==> config.mk <==
export PLATFORM = sky130hd
export DESIGN_NAME = otter_mem_arbiter
export DESIGN_NICKNAME = d
export VERILOG_FILES = /design/src/rtl/otter_mem_arbiter_pkg.sv /design/src/rtl/otter_mem_arbiter.sv
export SDC_FILE = /design/constraint.sdc
export NUM_CORES = 1
export LEC_CHECK = 0
export ABC_AREA = 1
export CAP_MARGIN = 20
export CELL_PAD_IN_SITES_DETAIL_PLACEMENT = 1
export CELL_PAD_IN_SITES_GLOBAL_PLACEMENT = 1
export CORE_MARGIN = 2
export CORE_UTILIZATION = 13
export CTS_CLUSTER_SIZE = 8
export DETAILED_ROUTE_END_ITERATION = 16
export PLACE_DENSITY = 0.93
export SETUP_SLACK_MARGIN = 0.02
export SLEW_MARGIN = 0
export SYNTH_ARGS = -nofsm -noshare
export SYNTH_HDL_FRONTEND = slang
export SYNTH_SLANG_ARGS = --single-unit
==> constraint.sdc <==
create_clock -name CLK -period 3.3 [get_ports CLK]
set_input_delay 0.99 -clock CLK [delete_from_list [all_inputs] [get_ports CLK]]
set_output_delay 0.99 -clock CLK [all_outputs]
set_load 0.05 [all_outputs]
==> src/rtl/otter_mem_arbiter_pkg.sv <==
// Shared types for the OTTER memory-port arbiter: FSM states, access owner
// and the fixed size code used for instruction fetches.
package otter;

    typedef enum logic {
        ARB_IDLE,
        ARB_WAIT
    } arb_state_t;

    typedef enum logic {
        OWN_F,
        OWN_D
    } arb_owner_t;

    localparam logic [1:0] MEM_SIZE_WORD = 2'b10;

endpackage

==> src/rtl/otter_mem_arbiter.sv <==
// Shares the single OTTER memory port between instruction fetch (F) and
// load/store (D): one access in flight, fixed read latency, D-priority with a streak limit.
module otter_mem_arbiter
    import otter::*;
#(
    parameter int LATENCY         = 1,
    parameter int MAX_DATA_STREAK = 4
) (
    input  logic        CLK,
    input  logic        RESET_N,
    input  logic        f_req,
    input  logic [31:0] f_addr,
    output logic        f_gnt,
    output logic        f_rvalid,
    output logic [31:0] f_rdata,
    input  logic        d_req,
    input  logic        d_we,
    input  logic [31:0] d_addr,
    input  logic [31:0] d_wdata,
    input  logic [1:0]  d_size,
    input  logic        d_sign,
    output logic        d_gnt,
    output logic        d_rvalid,
    output logic [31:0] d_rdata,
    output logic        mem_en,
    output logic        mem_we,
    output logic [31:0] mem_addr,
    output logic [31:0] mem_wdata,
    output logic [1:0]  mem_size,
    output logic        mem_sign,
    input  logic [31:0] mem_rdata,
    output logic        busy,
    output arb_state_t  state,
    output logic [3:0]  streak
);

    localparam logic [2:0] CNT_INIT    = 3'(LATENCY - 1);
    localparam logic [3:0] STREAK_FULL = 4'(MAX_DATA_STREAK);

    arb_owner_t owner;
    logic [2:0] cnt;
    logic       complete;
    logic       issue_ok;
    logic       streak_full;

    // The response cycle is also an issue cycle, so accesses can run back-to-back.
    assign complete    = (state == ARB_WAIT) && (cnt == 3'd0);
    assign issue_ok    = (state == ARB_IDLE) || complete;
    assign streak_full = (streak == STREAK_FULL);

    assign f_gnt  = issue_ok && f_req && (!d_req || streak_full);
    assign d_gnt  = issue_ok && d_req && !f_gnt;
    assign mem_en = f_gnt | d_gnt;
    assign busy   = (state == ARB_WAIT);

    assign f_rvalid = complete && (owner == OWN_F);
    assign d_rvalid = complete && (owner == OWN_D);
    assign f_rdata  = f_rvalid ? mem_rdata : 32'h0;
    assign d_rdata  = d_rvalid ? mem_rdata : 32'h0;

    always_comb begin
        mem_we    = 1'b0;
        mem_addr  = 32'h0;
        mem_wdata = 32'h0;
        mem_size  = 2'b00;
        mem_sign  = 1'b0;
        if (d_gnt) begin
            mem_we    = d_we;
            mem_addr  = d_addr;
            mem_wdata = d_wdata;
            mem_size  = d_size;
            mem_sign  = d_sign;
        end else if (f_gnt) begin
            mem_addr = f_addr;
            mem_size = MEM_SIZE_WORD;
        end
    end

    always_ff @(posedge CLK or negedge RESET_N) begin
        if (!RESET_N) begin
            state  <= ARB_IDLE;
            owner  <= OWN_F;
            cnt    <= 3'd0;
            streak <= 4'd0;
        end else begin
            if (f_gnt || d_gnt) begin
                owner <= d_gnt ? OWN_D : OWN_F;
                cnt   <= CNT_INIT;
                state <= ARB_WAIT;
            end else if (state == ARB_WAIT) begin
                if (cnt == 3'd0) begin
                    state <= ARB_IDLE;
                end else begin
                    cnt <= cnt - 3'd1;
                end
            end

            // Count D wins that made a waiting F lose; F winning or going idle resets it.
            if (!f_req || f_gnt) begin
                streak <= 4'd0;
            end else if (d_gnt && !streak_full) begin
                streak <= streak + 4'd1;
            end
        end
    end

endmodule

# Word-level counts from Yosys, hierarchy flattened
# Cells that the tools add are included.
# totals
register_bits	9
out_inout_bits	143
word_cells	49
# op_classes
addsub	2
eq_ne	2
n_mux	18
bitwise_logic	3
n_reduce_logical	20
# op_table
cell	n
two-way mux 32 bit	5
two-way mux 3 bit	3
logical AND 1 bit	8
two-way mux 4 bit	2
two-way mux 1 bit	6
adder 4 x 1 -> 4 bit, second input constant	1
== test 4 x 3 -> 1 bit, second input constant	1
logical NOT 1 bit	4
logical OR 1 bit	4
two-way mux 2 bit	2
nonzero test 2 bit	2
logical NOT 3 bit	1
subtractor 3 x 1 -> 3 bit, second input constant	1
!= test 2 x 1 -> 1 bit, second input constant	1
inverter 1 bit	2
AND reduction 2 bit	1
OR 1 bit	1

# Longest topological paths before layout
# Gate-level depths: netlist of the first run.
# depth
word_depth	10
ltp_mapped	9

# Least setup slack after synthesis of the first run
# Ideal clock, no wire load.
# synth_timing
kind	register -> output
start	register state (netlist: busy)
end	output port d_rdata[10]
t_arrival_ps	2616
slack_ps	-306
path_stages_with_launch	6
path_cell_list	dfrtp_1 > nand3_1 > nor2_1 > inv_1 > buf_2 > nor2_1
# synth_via
elab_chain_len	3
# synth_lines
item	line_no	rtl
start: declaration	otter_mem_arbiter.sv:33	output arb_state_t state,
start signal: assignment	otter_mem_arbiter.sv:81	state <= ARB_IDLE;
start signal: assignment	otter_mem_arbiter.sv:89	state <= ARB_WAIT;
start signal: assignment	otter_mem_arbiter.sv:92	state <= ARB_IDLE;
logical AND 1 bit	otter_mem_arbiter.sv:47	assign complete = (state == ARB_WAIT) && (cnt == 3'd0);
logical AND 1 bit	otter_mem_arbiter.sv:57	assign d_rvalid = complete && (owner == OWN_D);
via d_rvalid	otter_mem_arbiter.sv:23	output logic d_rvalid,
two-way mux 32 bit	otter_mem_arbiter.sv:59	assign d_rdata = d_rvalid ? mem_rdata : 32'h0;
end: declaration	otter_mem_arbiter.sv:24	output logic [31:0] d_rdata,
# The timed path passes the listed nets, and every way through them passes these cells.

# Worst setup path in the final report of the first run
# layout_timing
start	input port f_req
end	output port mem_addr[28]
# layout_via
elab_chain_len	5
word_cells_on_any_way	6
classes_between	mux: 2; reduce/logical: 4
# layout_lines
item	line_no	rtl
start: declaration	otter_mem_arbiter.sv:11	input logic f_req,
logical AND 1 bit (*) (2 in a row)	otter_mem_arbiter.sv:51	assign f_gnt = issue_ok && f_req && (!d_req || streak_full);
logical NOT 1 bit	otter_mem_arbiter.sv:52	assign d_gnt = issue_ok && d_req && !f_gnt;
logical AND 1 bit	otter_mem_arbiter.sv:52	
two-way mux 32 bit (*)	otter_mem_arbiter.sv:67	if (d_gnt) begin
end: declaration	otter_mem_arbiter.sv:27	output logic [31:0] mem_addr,
# Mark *: on every way between the ends. The rest lies on a longest branch, timed or not.

==> results of run 1 <==
==> metrics by stage <==
stage	setup slack [ns]	instances
after global routing	0.06484	806
after floorplan	-0.07126	350
after global placement	-0.01476	802
final	0.2098	806
after detailed placement	-0.07694	802
after CTS	0.1889	806
==> layout by cell type, fill, tap and decap left out, drive strengths merged <==
cell	Yosys	final
a21oi	1	1
dfrtp	9	9
ha	4	4
nor2	103	103
nand3	71	71
inv	82	82
nand2	49	49
clkbuf	0	4
o21ai	7	7
clkdlybuf4s50	0	141
xor2	2	2
dlygate4sd2	0	2
buf	22	155
==> per-layer routing <==
layer | track usage | wire length, µm | up-vias
met5 | 0 | 12 | -
met4 | 0.03382 | 152 | 2
met3 | 0.04502 | 1015 | 12
met2 | 0.3443 | 6988 | 168
met1 | 0.1776 | 4561 | 1527
li1 | - | - | 1588
==> final cells by class <==
type	instances	area share
Clock buffer	4	0.01368
Inverter	82	0.05343
Multi-Input combinational cell	237	0.1864
Sequential cell	9	0.03910
Tap cell	176	0.03823
Timing Repair Buffer	298	0.6692
==> registers in the layout (all words and copies together), names as in the netlist <==
name,flops
cnt,3
busy,1
streak,4
owner,1
==> tightest hold or removal path, cell delays in order (launching register included) <==
cell	delay, ns
dfrtp_1	0.35
nand3_1	0.08
o21ai_0	0.07
==> power breakdown <==
group	switching (mW)	internal, mW	total, mW
combinational	0.657	0.543	1.20
clock	0.0553	0.162	0.217
sequential	0.00323	0.114	0.117
total	0.715	0.818	1.53
==> path summary, 6_finish.rpt <==
kind,slack [ns],end,from
worst min register to register,0.53,cnt[1],cnt[1]
max in group asynchronous,1.95,cnt[0],RESET_N
worst max-delay path,0.21,mem_addr[28],f_req
min in group asynchronous,1.06,cnt[2],RESET_N
worst min-delay path,0.53,cnt[1],cnt[1]
worst max register to register,1.68,owner,streak[1]
==> logic make-up (layout without fill, tap and decap cells) <==
kind of cell | after synthesis | in the layout | synth area share
AND/OR/NAND/NOR | 223 | 223 | 0.5531
AO/OA/AOI/OAI | 8 | 8 | 0.02310
adder cells (fa/ha/maj) | 4 | 4 | 0.02888
buffers and inverters | 104 | 384 | 0.2549
flip-flops | 9 | 9 | 0.1300
XOR/XNOR | 2 | 2 | 0.01011
==> repair_timing <==
| item | 4_1_cts | 5_1_grt |
|---|---|---|
| endpoints found under the setup margin | 50 | 0 |
| resized for setup | 6 | 0 |
| hold buffers | 0 | 0 |
==> results.yml, run 1 <==
sta:
  finalSetupViolations: 0
  tns_ns: 0
  tightest_slew_ns: 0.5202
  maxSlewViolCount: 0
  period_share: 0.9364
  period_minus_slack_ns: 3.090
  rsz0062_at_grt: "false"
  relSlewSlack: 0.6521
  hold_viol_final: 0
  fmax_ghz: 0.3236
  fin_skew_ns: 0.002859
  whs_ns: 0.5338
global_routing:
  grt.overflow.total: 0
  grt_usage: 0.1722
  grt_pass1_vias: 3616
  grt_max_degree: 35
  grt_pass1_wl_um: 19420
  antenna_found_initial: 1
setup_path:
  cp.arrival_ns: 2.10
  critical_path_depth: 7
  crit_type: "in2out"
  cp_data_required_time_ns: 2.31
  slowest_stage: "dlygate4sd2_1"
  cp-start-kind: "primary input"
  critPathTopFamily: "buffers and inverters"
  crit_chain: "dlygate4sd2_1 -> nand2_1 -> inv_1 -> buf_12 -> nand3_1 -> nand2_1 -> buf_12"
  worst_path_largest_cell_delay_ns: 0.31
  reg2reg_depth: 9
  cp-end-kind: "output pin"
  critPathMaxFanout: 32
  cp.buffers_inverters: 4
clock_network:
  cts_tree: "done"
  cts_max_path_buffers: 2
  cts_setup_buffers: 0
  htreeDepth: 1
  cts_buffers: 3
  insertion_delay_ns: 0.24
  clock-sinks: 9
  root_buffer: "clkbuf_16"
  clk_pin_slew_worst_paths_ns: 0.04
power:
  leakage_nw: 2.874
  ir_drop_mv: 0.1240
  finalPower_mw: 1.534
  power_density_nw_per_um2: 266.3
yosys:
  synth_common_cells: "103 x nor2_1, 80 x inv_1, 70 x nand3_1"
  post-synth-top-count-cell: "nor2_1"
  synth_warnings: 0
  yosysSeqAreaShare: 0.1300
  synth.distinct_cells: 16
  ys_seq_elements: 9
  synth_edf_count: 0
  synthesis.nets: 490
  synth_top_area_share: 0.2231
  synth_area_um2: 1733
  synth_area_leaders: "nor2_1 22%, nand3_1 20%, inv_1 17%, dfrtp_1 13%, nand2_1 9.7%"
  avgSynthCellArea_um2: 4.951
  ys.flop_type: "dfrtp_1"
  synthArstFlopShare: 1.000
  syn_inst: 350
  yosys.area.top_type: "nor2_1"
floorplanning:
  die_h_um: 119.5
  ios: 279
  dieArea_um2: 14270
  coreArea_um2: 13140
  initial_utilization: 0.1319
  fp.dieW_um: 119.5
  rows: 42
detailed_routing:
  vias_per_cell: 4.091
  via_count: 3297
  antenna_left: 0
  dr.pass1.iters: 4
  first_iter_violations: 74
  drt_wl_total_um: 12730
  drc_errors: 0
  wl_per_cell_um: 15.80
place:
  place.gp.congestion: 0.7428
  dp_hpwl_um: 11350
  port_buffers: 278
  placed_cell_area_um2: 5670
final_layout:
  drive_gt1_frac: 0.2667
  num-fill-cells: 1578
  multi_input_area_um2: 1074
  layout.nets: 771
  area_growth_pct: 232.4
  antennaDiodeCount: 0
  postLayoutCoreUtil: 0.4385
  seq_area_um2: 225.2
  stdcell_area_um2: 5761
run:
  cap_violations: 0
run_status:
  status: "finished clean"
hold_path:
  hold_depth: 2
  min_path_type: "reg2reg"
Power figures use the tool's default switching activity.
==> run 2: changes to the inputs <==
--- a/config.mk
+++ b/config.mk
@@ -11,11 +11,10 @@
 export CELL_PAD_IN_SITES_GLOBAL_PLACEMENT = 1
 export CORE_MARGIN = 2
 export CORE_UTILIZATION = 13
-export CTS_CLUSTER_SIZE = 8
 export DETAILED_ROUTE_END_ITERATION = 16
 export PLACE_DENSITY = 0.93
 export SETUP_SLACK_MARGIN = 0.02
-export SLEW_MARGIN = 0
+export SLEW_MARGIN = 20
 export SYNTH_ARGS = -nofsm -noshare
 export SYNTH_HDL_FRONTEND = slang
 export SYNTH_SLANG_ARGS = --single-unit
==> results of run 2 <==
The final DEF is identical to that of run 1; final timing and power are the same.
